### src/rtl/regfile_ctx_engine.sv
// regfile_ctx_engine
//
// Initiator-side sequencer for the stacked register file. It moves a register
// context between the regfile and a context memory. Registers
// FIRST_REG..NUM_REGS-1 are transferred, so x0 is never touched.
//
// Save: the engine reads each register through read port A and sends it out
// on the save stream. Restore: the engine takes words from the restore stream
// and writes them into the regfile.
//
// Handshake rule for both streams: a beat transfers on a rising clock edge
// where valid and ready are both high. Once o_s_valid is raised it stays high
// until the beat transfers, and o_s_data/o_s_idx do not change while it is
// stalled. o_l_ready is high for the whole RESTORE state.
//
// Optional feature: when the macro REGFILE_CTX_CHECKSUM_EN is defined, the
// engine keeps a running XOR of the transferred words (o_checksum). At the end
// of a restore it compares that value with i_checksum and raises o_chk_err.
//
// Ports:
//   i_clk, i_reset_n             clock (rising edge), asynchronous active-low reset
//   i_save_req, i_restore_req    start requests, sampled only in IDLE (save wins)
//   o_busy, o_done               busy in SAVE/RESTORE; one-cycle pulse in DONE
//   o_rf_a_addr, i_rf_a_data     regfile read port A (data is combinational)
//   o_rf_w_ena/addr/data         regfile write port
//   o_s_valid, i_s_ready         save stream handshake
//   o_s_data, o_s_idx            save stream data and its register index
//   i_l_valid, o_l_ready         restore stream handshake
//   i_l_data                     restore stream data
//   o_checksum, i_checksum,      only with REGFILE_CTX_CHECKSUM_EN
//   o_chk_err
//   dbg_state                    current FSM state, for debug and checkers
module regfile_ctx_engine #(
  parameter int NUM_REGS   = 32,
  parameter int ADDR_WIDTH = 5,
  parameter int DATA_WIDTH = 32,
  parameter int FIRST_REG  = 1
) (
  input  logic                  i_clk,
  input  logic                  i_reset_n,
  input  logic                  i_save_req,
  input  logic                  i_restore_req,
  output logic                  o_busy,
  output logic                  o_done,
  output logic [ADDR_WIDTH-1:0] o_rf_a_addr,
  input  logic [DATA_WIDTH-1:0] i_rf_a_data,
  output logic                  o_rf_w_ena,
  output logic [ADDR_WIDTH-1:0] o_rf_w_addr,
  output logic [DATA_WIDTH-1:0] o_rf_w_data,
  output logic                  o_s_valid,
  input  logic                  i_s_ready,
  output logic [DATA_WIDTH-1:0] o_s_data,
  output logic [ADDR_WIDTH-1:0] o_s_idx,
  input  logic                  i_l_valid,
  output logic                  o_l_ready,
  input  logic [DATA_WIDTH-1:0] i_l_data,
`ifdef REGFILE_CTX_CHECKSUM_EN
  output logic [DATA_WIDTH-1:0] o_checksum,
  input  logic [DATA_WIDTH-1:0] i_checksum,
  output logic                  o_chk_err,
`endif
  output logic [1:0]            dbg_state
);

  typedef enum logic [1:0] {
    IDLE    = 2'd0,
    SAVE    = 2'd1,
    RESTORE = 2'd2,
    DONE    = 2'd3
  } state_t;

  localparam logic [ADDR_WIDTH-1:0] FIRST_IDX = ADDR_WIDTH'(FIRST_REG);
  localparam logic [ADDR_WIDTH-1:0] LAST_IDX  = ADDR_WIDTH'(NUM_REGS - 1);

  state_t                state;
  logic [ADDR_WIDTH-1:0] cnt;
  logic                  s_beat;
  logic                  l_beat;

  // o_s_valid and o_l_ready are registered flags that are high exactly in
  // SAVE and RESTORE. Beats are qualified with these flags directly.
  assign s_beat = o_s_valid & i_s_ready;
  assign l_beat = o_l_ready & i_l_valid;

  always_ff @(posedge i_clk or negedge i_reset_n) begin
    if (!i_reset_n) begin
      state     <= IDLE;
      cnt       <= FIRST_IDX;
      o_busy    <= 1'b0;
      o_done    <= 1'b0;
      o_s_valid <= 1'b0;
      o_l_ready <= 1'b0;
    end else begin
      o_done <= 1'b0;
      case (state)
        IDLE: begin
          cnt <= FIRST_IDX;
          if (i_save_req) begin
            state     <= SAVE;
            o_busy    <= 1'b1;
            o_s_valid <= 1'b1;
          end else if (i_restore_req) begin
            state     <= RESTORE;
            o_busy    <= 1'b1;
            o_l_ready <= 1'b1;
          end
        end
        SAVE: begin
          if (s_beat) begin
            if (cnt == LAST_IDX) begin
              state     <= DONE;
              o_busy    <= 1'b0;
              o_s_valid <= 1'b0;
              o_done    <= 1'b1;
            end else begin
              cnt <= cnt + 1'b1;
            end
          end
        end
        RESTORE: begin
          if (l_beat) begin
            if (cnt == LAST_IDX) begin
              state     <= DONE;
              o_busy    <= 1'b0;
              o_l_ready <= 1'b0;
              o_done    <= 1'b1;
            end else begin
              cnt <= cnt + 1'b1;
            end
          end
        end
        default: begin
          // DONE: the o_done pulse is already showing. Any request seen here is dropped.
          state <= IDLE;
        end
      endcase
    end
  end

  // The address and data paths are gated by the state flags, so the ports read
  // zero outside the state that owns them. The save data passes straight from
  // the regfile read port to the stream, with no register in between.
  assign o_rf_a_addr = o_s_valid ? cnt : '0;
  assign o_s_idx     = o_s_valid ? cnt : '0;
  assign o_s_data    = o_s_valid ? i_rf_a_data : '0;
  assign o_rf_w_ena  = l_beat;
  assign o_rf_w_addr = o_l_ready ? cnt : '0;
  assign o_rf_w_data = o_l_ready ? i_l_data : '0;
  assign dbg_state   = state;

`ifdef REGFILE_CTX_CHECKSUM_EN
  // The XOR clears when a request is accepted. It then holds its value through
  // DONE and IDLE until the next transfer starts. The error flag is computed on
  // the final restore beat, so it is already high in the DONE cycle.
  always_ff @(posedge i_clk or negedge i_reset_n) begin
    if (!i_reset_n) begin
      o_checksum <= '0;
      o_chk_err  <= 1'b0;
    end else if (state == IDLE && (i_save_req || i_restore_req)) begin
      o_checksum <= '0;
      o_chk_err  <= 1'b0;
    end else if (s_beat) begin
      o_checksum <= o_checksum ^ i_rf_a_data;
    end else if (l_beat) begin
      o_checksum <= o_checksum ^ i_l_data;
      if (cnt == LAST_IDX) begin
        o_chk_err <= ((o_checksum ^ i_l_data) != i_checksum);
      end
    end
  end
`endif

endmodule

### config.mk
export PLATFORM = sky130hd
export DESIGN_NAME = regfile_ctx_engine
export DESIGN_NICKNAME = d
export VERILOG_FILES = /design/src/rtl/regfile_ctx_engine.sv
export SDC_FILE = /design/constraint.sdc
export NUM_CORES = 1
export LEC_CHECK = 0
export CAP_MARGIN = 20
export CORE_ASPECT_RATIO = 0.5
export CORE_MARGIN = 2
export CORE_UTILIZATION = 28
export CTS_BUF_LIST = sky130_fd_sc_hd__clkbuf_16
export DETAILED_ROUTE_END_ITERATION = 16
export GPL_TIMING_DRIVEN = 0
export PLACE_DENSITY = 0.9
export SYNTH_ARGS = -nofsm -noshare
export SYNTH_HDL_FRONTEND = slang
export SYNTH_SLANG_ARGS = --single-unit
export TNS_END_PERCENT = 5
### constraint.sdc
create_clock -name i_clk -period 4.6 [get_ports i_clk]
set_clock_uncertainty 0.2 [all_clocks]
set_input_delay 0.46 -clock i_clk [delete_from_list [all_inputs] [get_ports i_clk]]
set_output_delay 0.46 -clock i_clk [all_outputs]
set_load 0.01 [all_outputs]
==> out/metrics.yaml <==
status:
  status: "finished clean"
detailed_routing:
  avgRoutedWirePerCell_um: 14.2
  via_per_inst: 4.47
  dr.pass1.iters: 4
  post-route-drc-count: 0
  ant_nets: 0
  first_iter_violations: 37
  vias: 1660
  wl_um: 5280
global_routing:
  grt_pass1_vias: 1752
  grt_max_degree: 12
  grt_pass1_wl_um: 8500
  grt.total_usage: 0.216
  gr-total-overflow: 0
  antenna_found_initial: 0
clock_tree:
  clk_latency_ns: 0.24
  numClockSinks: 11
  path_clk_slew_ns: 0.04
  h-tree-depth: 1
  ctsResizeCount: 0
  clockRootBuffer: "clkbuf_16"
  cts_buffers: 3
  clockBufferDepth: 2
  postCtsHoldBufs: 0
  cts_tree: "built"
  post-cts-setup-buffers: 0
placement:
  dp.final_hpwl_um: 4510
  dpl_worst_slack_ns: 2.14
  place_congestion: 0.811
  dp.cells: 367
  dpl_cell_area_um2: 2840
  port_buffers: 155
cells_and_area:
  synthToLayoutAreaGrowth_pct: 139
  drive_gt1_frac: 0.0536
  diodes: 0
  nets: 394
  final_util: 0.722
  fin_cells: 371
  multi_input_area_um2: 836
  stdcell_area_um2: 2920
  seq_area_um2: 277
  fill_cells: 310
synthesis:
  netlist_area_um2: 1220
  synthTopCellsByCount: "and2_1, dfrtp_1, clkbuf_1, nand2_1, ha_1"
  synthTopCellsByArea: "and2_1, dfrtp_1, ha_1"
  synth-async-reset-ratio: 1.00
  yosysUniqueCellTypes: 31
  ys_seq_elements: 11
  synth_top_area_frac: 0.379
  synth_edf_count: 0
  avgSynthCellArea_um2: 7.72
  yosysMostFrequentCell: "and2_1"
  ys_warn_count: 0
  synth-main-ff-cell: "dfrtp_1"
  seq_area_frac_synth: 0.227
  synthesis.instances: 158
  syn_nets: 234
  yosysTopAreaCell: "and2_1"
worst_hold_path:
  hold_depth: 2
  hold_path_class: "flip-flop to flip-flop"
  holdPathEnd: "o_busy$_DFFE_PN0P_"
  worstHoldStart: "o_busy$_DFFE_PN0P_"
sta:
  slew_headroom: 0.669
  final_hold_viol_count: 0
  min_period_ns: 2.69
  maxSlewViolCount: 0
  setup_slack_ns: 1.91
  tns_ns: 0
  worst_pin_slew_ns: 0.496
  fmax_mhz: 372
  setup_violations: 0
  period_share: 0.584
  rsz0062_at_grt: "false"
critical_path:
  r2r_cells: 6
  arrival_ns: 2.03
  start_kind: "flip-flop"
  crit_type: "flip-flop to output pin"
  cp_max_fo: 10
  regToRegStartpoint: "cnt[1]$_DFFE_PN0P_"
  cp-end-kind: "output pin"
  reg2reg_slack_ns: 2.18
  cp.required_ns: 3.94
  worst_r2r_endpoint: "cnt[3]$_DFFE_PN0P_"
power_and_ir_drop:
  vdd_ir_drop_max_uv: 329
  power.density_nw_per_um2: 315
  leakage_nw: 1.18
flow_run:
  maxCapViolCount: 0
die:
  ios: 156
  die_h_um: 50.7
  rows: 16
  die_w_um: 97.3
  die_area_um2: 4930
  core-area_um2: 4040
  start_util: 0.302
[registers in the layout (all words and copies together) (netlist names)]
register   cells
o_l_ready      1
o_busy         1
o_done         1
cnt            5
o_s_valid      1
dbg_state      2
[layout by cell type (no fill, tap or decap), types with 4 or more instances in the layout]
cell	synthesis	routed
a21oi_1	4	4
a22o_1	4	4
and2_1	74	74
buf_4	5	5
clkbuf_1	8	8
clkdlybuf4s50_1	0	155
dfrtp_1	10	10
ha_1	6	6
inv_1	5	6
nand2_1	7	7
nand3_1	4	4
nor2_1	5	5
[critical path: stages (launching register included)]
cell             delay (ns)
dfrtp_1                0.43
clkbuf_1               0.35
clkbuf_1               0.29
and2_1                 0.19
clkdlybuf4s50_1        0.53
[kinds of logic (layout without fill, tap and decap cells)]
family / after synthesis / count (layout) / share of synthesized area
compound gates: 15 / 15 / 0.0892
fa+ha+maj: 6 / 6 / 0.0615
buf+inv: 21 / 180 / 0.0882
flops: 11 / 11 / 0.227
mux: 3 / 3 / 0.0267
simple gates: 102 / 102 / 0.508
[area by class of cell]
type	instances	area share
well taps	54	0.0232
flip-flops and latches	11	0.0948
inverters	5	0.00643
clock buffers	3	0.0257
multi-input cells	126	0.286
repair buffers	155	0.532
plain buffers	16	0.0304
clock inverters	1	0.00129
[layer usage]
layer / track usage / vias to the layer above / routed length (um)
li1: - / 825 / -
met1: 0.219 / 770 / 2020
met2: 0.444 / 53 / 2920
met3: 0.0515 / 12 / 255
met4: 0.0648 / 0 / 81
met5: 0 / - / 0
[where the power goes]
group          switching, W  internal, W  leakage (nW)
sequential        0.0000318     0.000129         0.131
combinational      0.000251     0.000353          1.01
clock             0.0000413     0.000114        0.0423
[metrics by stage]
stage                     total power (W)  hold slack, ns
after CTS                        0.000928           0.313
after floorplan                  0.000480         -0.0356
after global placement           0.000738           0.296
final                            0.000921           0.312
after global routing             0.000985           0.327
after detailed placement         0.000767           0.302
[worst max-delay path by stage]
| stage | slack, ns | startpoint | to | cells after the start |
|---|---|---|---|---|
| 3_3_place_gp | 2.22 | o_s_valid$_DFFE_PN0P_ | o_s_data[25] | 4 |
| 5_1_grt | 1.75 | o_s_valid$_DFFE_PN0P_ | o_s_data[21] | 4 |
| 3_5_place_dp | 2.14 | o_s_valid$_DFFE_PN0P_ | o_s_data[21] | 4 |
| 4_1_cts | 1.88 | o_s_valid$_DFFE_PN0P_ | o_s_data[21] | 4 |
| 6_report | 1.91 | o_s_valid$_DFFE_PN0P_ | o_s_data[21] | 4 |
| 2_1_floorplan | 2.39 | cnt[1]$_DFFE_PN0P_ | cnt[3]$_DFFE_PN0P_ | 6 |
Power figures use the tool's default switching activity.
